--- src/rtl/if_fetch_stage_pkg.sv ---
// Shared definitions for the instruction-fetch stage: NOP encoding, FSM states,
// default reset PC and the branch-offset helper.
package if_fetch_stage_pkg;

    localparam logic [31:0] NOP_INST         = 32'h0000_0000;
    localparam logic [31:0] DEFAULT_RESET_PC = 32'h0000_0000;

    typedef enum logic [1:0] {
        ST_BOOT     = 2'd0,
        ST_RUN      = 2'd1,
        ST_STALL    = 2'd2,
        ST_REDIRECT = 2'd3
    } fetch_state_e;

    // Branch offsets count words, so the 16-bit field becomes a signed byte offset.
    function automatic logic [31:0] branch_byte_offset(input logic [15:0] imm16);
        return {{14{imm16[15]}}, imm16, 2'b00};
    endfunction

endpackage

--- src/rtl/if_fetch_stage_branch_target.sv ---
// Branch target adder: sign-extend, shift by 2, add to PC+4 (mod 2^32).
// Purely combinational so the EX stage can reuse it.
module branch_target
    import if_fetch_stage_pkg::*;
(
    input  logic [31:0] pc4,
    input  logic [15:0] imm16,
    output logic [31:0] target
);

    assign target = pc4 + branch_byte_offset(imm16);

endmodule

--- src/rtl/if_fetch_stage.sv ---
// Instruction-fetch stage: owns the PC, drives imem, fills the IF/ID register.
// Optional performance counters are built only when IF_PERF_CNT_EN is defined.
module if_fetch_stage
    import if_fetch_stage_pkg::*;
#(
    parameter logic [31:0] RESET_PC = DEFAULT_RESET_PC,
    parameter int          CNT_W    = 32
) (
    input  logic              clk,
    input  logic              reset,
    input  logic              stall,
    input  logic              br_taken,
    input  logic [31:0]       br_pc4,
    input  logic [15:0]       br_imm16,
    output logic [31:0]       imem_addr,
    input  logic [31:0]       imem_data,
    output logic [31:0]       if_id_inst,
    output logic [31:0]       if_id_pc4,
    output logic              if_id_valid,
    output logic              id_flush
`ifdef IF_PERF_CNT_EN
    ,
    output logic [CNT_W-1:0]  fetch_cnt,
    output logic [CNT_W-1:0]  bubble_cnt
`endif
);

    fetch_state_e state_q, state_d;
    logic [31:0]  pc_q, pc_d;
    logic [31:0]  if_id_inst_q, if_id_inst_d;
    logic [31:0]  if_id_pc4_q, if_id_pc4_d;
    logic         if_id_valid_q, if_id_valid_d;
    logic [31:0]  pc_plus4;
    logic [31:0]  br_target;
    logic         capture;
    logic         bubble;

    branch_target u_branch_target (
        .pc4    (br_pc4),
        .imm16  (br_imm16),
        .target (br_target)
    );

    assign pc_plus4 = pc_q + 32'd4;

    // NOTE: every signal gets a default before the case so no path leaves it
    // unassigned; that is what keeps this block free of inferred latches.
    always_comb begin
        state_d       = state_q;
        pc_d          = pc_q;
        if_id_inst_d  = if_id_inst_q;
        if_id_pc4_d   = if_id_pc4_q;
        if_id_valid_d = if_id_valid_q;
        capture       = 1'b0;
        bubble        = 1'b0;

        unique case (state_q)
            ST_BOOT: begin
                state_d = ST_RUN;
            end
            ST_RUN, ST_STALL: begin
                if (br_taken) begin
                    pc_d          = br_target;
                    if_id_inst_d  = NOP_INST;
                    if_id_valid_d = 1'b0;
                    bubble        = 1'b1;
                    state_d       = ST_REDIRECT;
                end else if (stall) begin
                    bubble  = 1'b1;
                    state_d = ST_STALL;
                end else begin
                    capture = 1'b1;
                    state_d = ST_RUN;
                end
            end
            ST_REDIRECT: begin
                capture = 1'b1;
                state_d = stall ? ST_STALL : ST_RUN;
            end
            default: begin
                state_d = ST_BOOT;
            end
        endcase

        if (capture) begin
            pc_d          = pc_plus4;
            if_id_inst_d  = imem_data;
            if_id_pc4_d   = pc_plus4;
            if_id_valid_d = 1'b1;
        end
    end

    // Pipeline registers update on the falling edge, matching the rest of the core.
    // NOTE: state is written with non-blocking assignments so every flop samples
    // pre-edge values, independent of statement order.
    always_ff @(negedge clk) begin
        if (reset) begin
            state_q       <= ST_BOOT;
            pc_q          <= RESET_PC;
            if_id_inst_q  <= NOP_INST;
            if_id_pc4_q   <= 32'h0000_0000;
            if_id_valid_q <= 1'b0;
        end else begin
            state_q       <= state_d;
            pc_q          <= pc_d;
            if_id_inst_q  <= if_id_inst_d;
            if_id_pc4_q   <= if_id_pc4_d;
            if_id_valid_q <= if_id_valid_d;
        end
    end

    assign imem_addr   = pc_q;
    assign if_id_inst  = if_id_inst_q;
    assign if_id_pc4   = if_id_pc4_q;
    assign if_id_valid = if_id_valid_q;
    assign id_flush    = br_taken && (state_q != ST_BOOT);

`ifdef IF_PERF_CNT_EN
    logic [CNT_W-1:0] fetch_cnt_q, fetch_cnt_d;
    logic [CNT_W-1:0] bubble_cnt_q, bubble_cnt_d;

    always_comb begin
        fetch_cnt_d  = fetch_cnt_q + {{(CNT_W-1){1'b0}}, capture};
        bubble_cnt_d = bubble_cnt_q + {{(CNT_W-1){1'b0}}, bubble};
    end

    always_ff @(negedge clk) begin
        if (reset) begin
            fetch_cnt_q  <= '0;
            bubble_cnt_q <= '0;
        end else begin
            fetch_cnt_q  <= fetch_cnt_d;
            bubble_cnt_q <= bubble_cnt_d;
        end
    end

    assign fetch_cnt  = fetch_cnt_q;
    assign bubble_cnt = bubble_cnt_q;
`endif

endmodule

--- config.mk ---
export PLATFORM = sky130hd
export DESIGN_NAME = if_fetch_stage
export DESIGN_NICKNAME = d
export VERILOG_FILES = /design/src/rtl/if_fetch_stage_pkg.sv /design/src/rtl/if_fetch_stage_branch_target.sv /design/src/rtl/if_fetch_stage.sv
export SDC_FILE = /design/constraint.sdc
export NUM_CORES = 1
export LEC_CHECK = 0
export CORE_ASPECT_RATIO = 0.9
export CORE_MARGIN = 2
export CORE_UTILIZATION = 40
export CTS_BUF_LIST = sky130_fd_sc_hd__clkbuf_16
export CTS_CLUSTER_DIAMETER = 60
export DETAILED_ROUTE_END_ITERATION = 16
export PLACE_DENSITY = 0.77
export SYNTH_ARGS = -nofsm -noshare
export SYNTH_HDL_FRONTEND = slang
export SYNTH_SLANG_ARGS = --single-unit
--- constraint.sdc ---
create_clock -name clk -period 5.71 [get_ports clk]
set_clock_uncertainty 0.2 [all_clocks]
set_input_delay 1.4275 -clock clk [delete_from_list [all_inputs] [get_ports clk]]
set_output_delay 1.4275 -clock clk [all_outputs]
set_load 0.1 [all_outputs]
==> flow_metrics.py <==
metrics = {
    "synthesis": {
        "ys_types": 74,
        "ys_seq_elements": 99,
        "synth_area_um2": 6290,
        "post-synth-top-area-cell": "dfxtp_1",
        "syn_avg_cell_area_um2": 7.76,
        "syn_nets": 928,
        "synth_commonest_cells": "109 x nor2_1, 99 x dfxtp_1, 95 x a21oi_1",
        "synthArstFlopShare": 0,
        "synth-main-ff-cell": "dfxtp_1",
        "netlist_instances": 810,
        "synthTopCellsByArea": "dfxtp_1 32%, a21oi_1 7.6%, ha_1 6.6%",
        "yosysWarnings": 0,
        "yosys.area.top_type_share": 0.315,
        "synth-edff-count": 0,
        "ys_seq_area_frac": 0.315,
        "synth.most_common_cell": "nor2_1",
    },
    "grt": {
        "grt_overflow": 0,
        "grt.total_usage": 0.318,
        "antenna_found_initial": 0,
        "grt_max_degree": 42,
        "grt_pass1_vias": 8458,
        "grt_pass1_wl_mm": 42.4,
    },
    "timing": {
        "setup_ws_ns": -0.802,
        "grt_setup_unrepaired": "true",
        "finalSetupTns_ns": -12.17,
        "finalSetupViolCount": 28,
        "whs_ns": 0.312,
        "drv_slew": 0,
        "finalHoldViolations": 0,
        "worst_pin_slew_ns": 0.883,
        "slew_headroom": 0.407,
    },
    "run_status": {
        "run_status": "complete, but fails checks",
        "violations": "negative setup slack",
    },
    "clock_tree": {
        "clock_sinks": 99,
        "cts_max_level": 3,
        "cts_tree": "built",
        "cts_buffers": 9,
        "clk_pin_slew_ns": 0.05,
        "clock_path_buffers": 2,
        "cts_root_buffer": "clkbuf_16",
        "clock_latency_ns": 0.44,
        "ctsHoldBuffers": 0,
    },
    "routing": {
        "vias": 8955,
        "drt_pre_antenna_iters": 6,
        "ant_nets": 0,
        "viasPerCell": 6.19,
        "wl_per_cell_um": 22.1,
        "first_iter_violations": 1077,
        "drc": 0,
        "drt-total-wl_mm": 32.0,
    },
    "layout": {
        "fin_util": 0.816,
        "drive_above_1_share": 0.395,
        "antenna_cells": 0,
        "area_delta_synth_final_pct": 99.7,
        "nets": 1357,
        "n_fill_cell": 751,
    },
    "placement": {
        "portBuffers": 181,
        "routabilityCongestion": 0.899,
        "place_ws_ns": -1.34,
        "dp_hpwl_mm": 16.5,
    },
    "job": {
        "max-cap-violations": 0,
    },
    "worst_setup_path": {
        "crit_arrival_ns": 3.82,
        "worstPathMaxFanout": 5,
        "setup.worst_path.end_class": "register",
        "cp.required_ns": 3.02,
        "criticalPathCategory": "in -> reg",
        "start_kind": "input pin",
    },
    "floorplanning": {
        "die_h_um": 123,
        "start_util": 0.409,
        "die_w_um": 136,
        "die_area_um2": 16700,
        "fp.coreArea_um2": 15400,
        "row_count": 43,
        "io-pin-count": 182,
    },
    "power_and_ir_drop": {
        "power.share.combinational": 0.436,
        "pwr-share-seq": 0.253,
        "total_power_w": 0.00324,
        "vdd_ir_drop_max_mv": 0.172,
        "powerDensity_nw_per_um2": 258,
        "p_int_w": 0.00178,
        "p_sw_frac": 0.449,
        "clkPwrFrac": 0.311,
        "leakage_nw": 5.44,
        "p_switching_w": 0.00145,
    },
    "hold_path": {
        "hold_class": "reg -> reg",
    },
}
==> critical path, stage by stage <==
cell	delay (ns)
buf_2	0.12
buf_6	0.14
buf_4	0.14
ha_4	0.29
buf_4	0.15
nand4_1	0.32
o31ai_2	0.48
a21oi_2	0.17
a2111oi_4	0.41
a311o_1	0.18
==> cell families (layout without fill, tap and decap cells) <==
| family | after synthesis | in the layout | share of synthesized area |
|---|---|---|---|
| adder cells (fa/ha/maj) | 34 | 34 | 0.0689 |
| buffers and inverters | 69 | 503 | 0.0452 |
| multiplexers | 7 | 7 | 0.0115 |
| AO/OA/AOI/OAI | 270 | 270 | 0.270 |
| AND/OR/NAND/NOR | 285 | 285 | 0.225 |
| XOR/XNOR | 46 | 46 | 0.0641 |
| flip-flops | 99 | 99 | 0.315 |
==> power groups by stage <==
stage	logic (W)	registers, W	clock network (W)
CTS	0.00124	0.000812	0.000978
detailed placement	0.00110	0.000821	0.000106
floorplan	0.000363	0.00107	0.000106
global placement	0.00108	0.000818	0.000106
global route	0.00145	0.000821	0.00109
finish	0.00141	0.000818	0.00101
==> area by class of cell <==
class	instances	area (um^2)	area share
clock buffers	9	225	0.0179
repair buffers	372	4370	0.348
inverters	16	60.1	0.00478
multi-input cells	642	5200	0.414
flip-flops and latches	99	1980	0.158
clock inverters	106	464	0.0370
well taps	202	253	0.0201
==> layer usage <==
layer	GRT usage	vias to the layer above	routed length [um]
met3	0.0873	270	3540
met2	0.524	770	14800
met5	0	-	0
met4	0.201	0	2610
met1	0.365	4101	11000
li1	-	3814	-
==> final timing paths <==
kind | slack (ns) | endpoint | start | depth (start not counted)
setup / recovery | -0.80 | imem_addr[30] | br_imm16[15] | 10
hold / removal | 0.31 | if_id_pc4[0] | if_id_pc4[0] | 2
setup reg to reg | 2.67 | imem_addr[19] | imem_addr[6] | 7
hold reg to reg | 0.31 | if_id_pc4[0] | if_id_pc4[0] | 2
==> placed cells by master, fill, tap and decap left out, drive strengths merged, types with 13 or more instances in the layout <==
master / synthesis / layout
buf: 14 / 304
dlygate4sd2: 0 / 14
ha: 33 / 33
and3: 41 / 41
clkdlybuf4s50: 1 / 39
dfxtp: 99 / 99
a21oi: 95 / 95
o21ai: 58 / 58
nor3: 16 / 16
nor2: 109 / 109
nand2: 63 / 63
xnor2: 23 / 23
a21o: 13 / 13
clkbuf: 37 / 21
a211oi: 31 / 31
inv: 17 / 120
xor2: 23 / 23
nand3: 18 / 18
==> through the flow <==
stage	instances	instance area [um^2]
6_report	1446	12600
5_1_grt	1446	12600
4_1_cts	1426	12100
3_5_place_dp	1286	10400
3_3_place_gp	1286	10400
2_1_floorplan	810	6510
==> state kept, by name, indices dropped and copies added (netlist names) <==
| signal | flops |
|---|---|
| if_id_pc4 | 32 |
| state_q | 2 |
| if_id_inst | 32 |
| imem_addr | 32 |
| if_id_valid | 1 |
==> what timing repair did <==
action	CTS	global route
pin swaps	93	79
resized for setup	249	90
gates cloned	1	2
buffers inserted	27	21
setup endpoints to repair	92	67
Note: power is estimated with default switching activity, not from simulation.
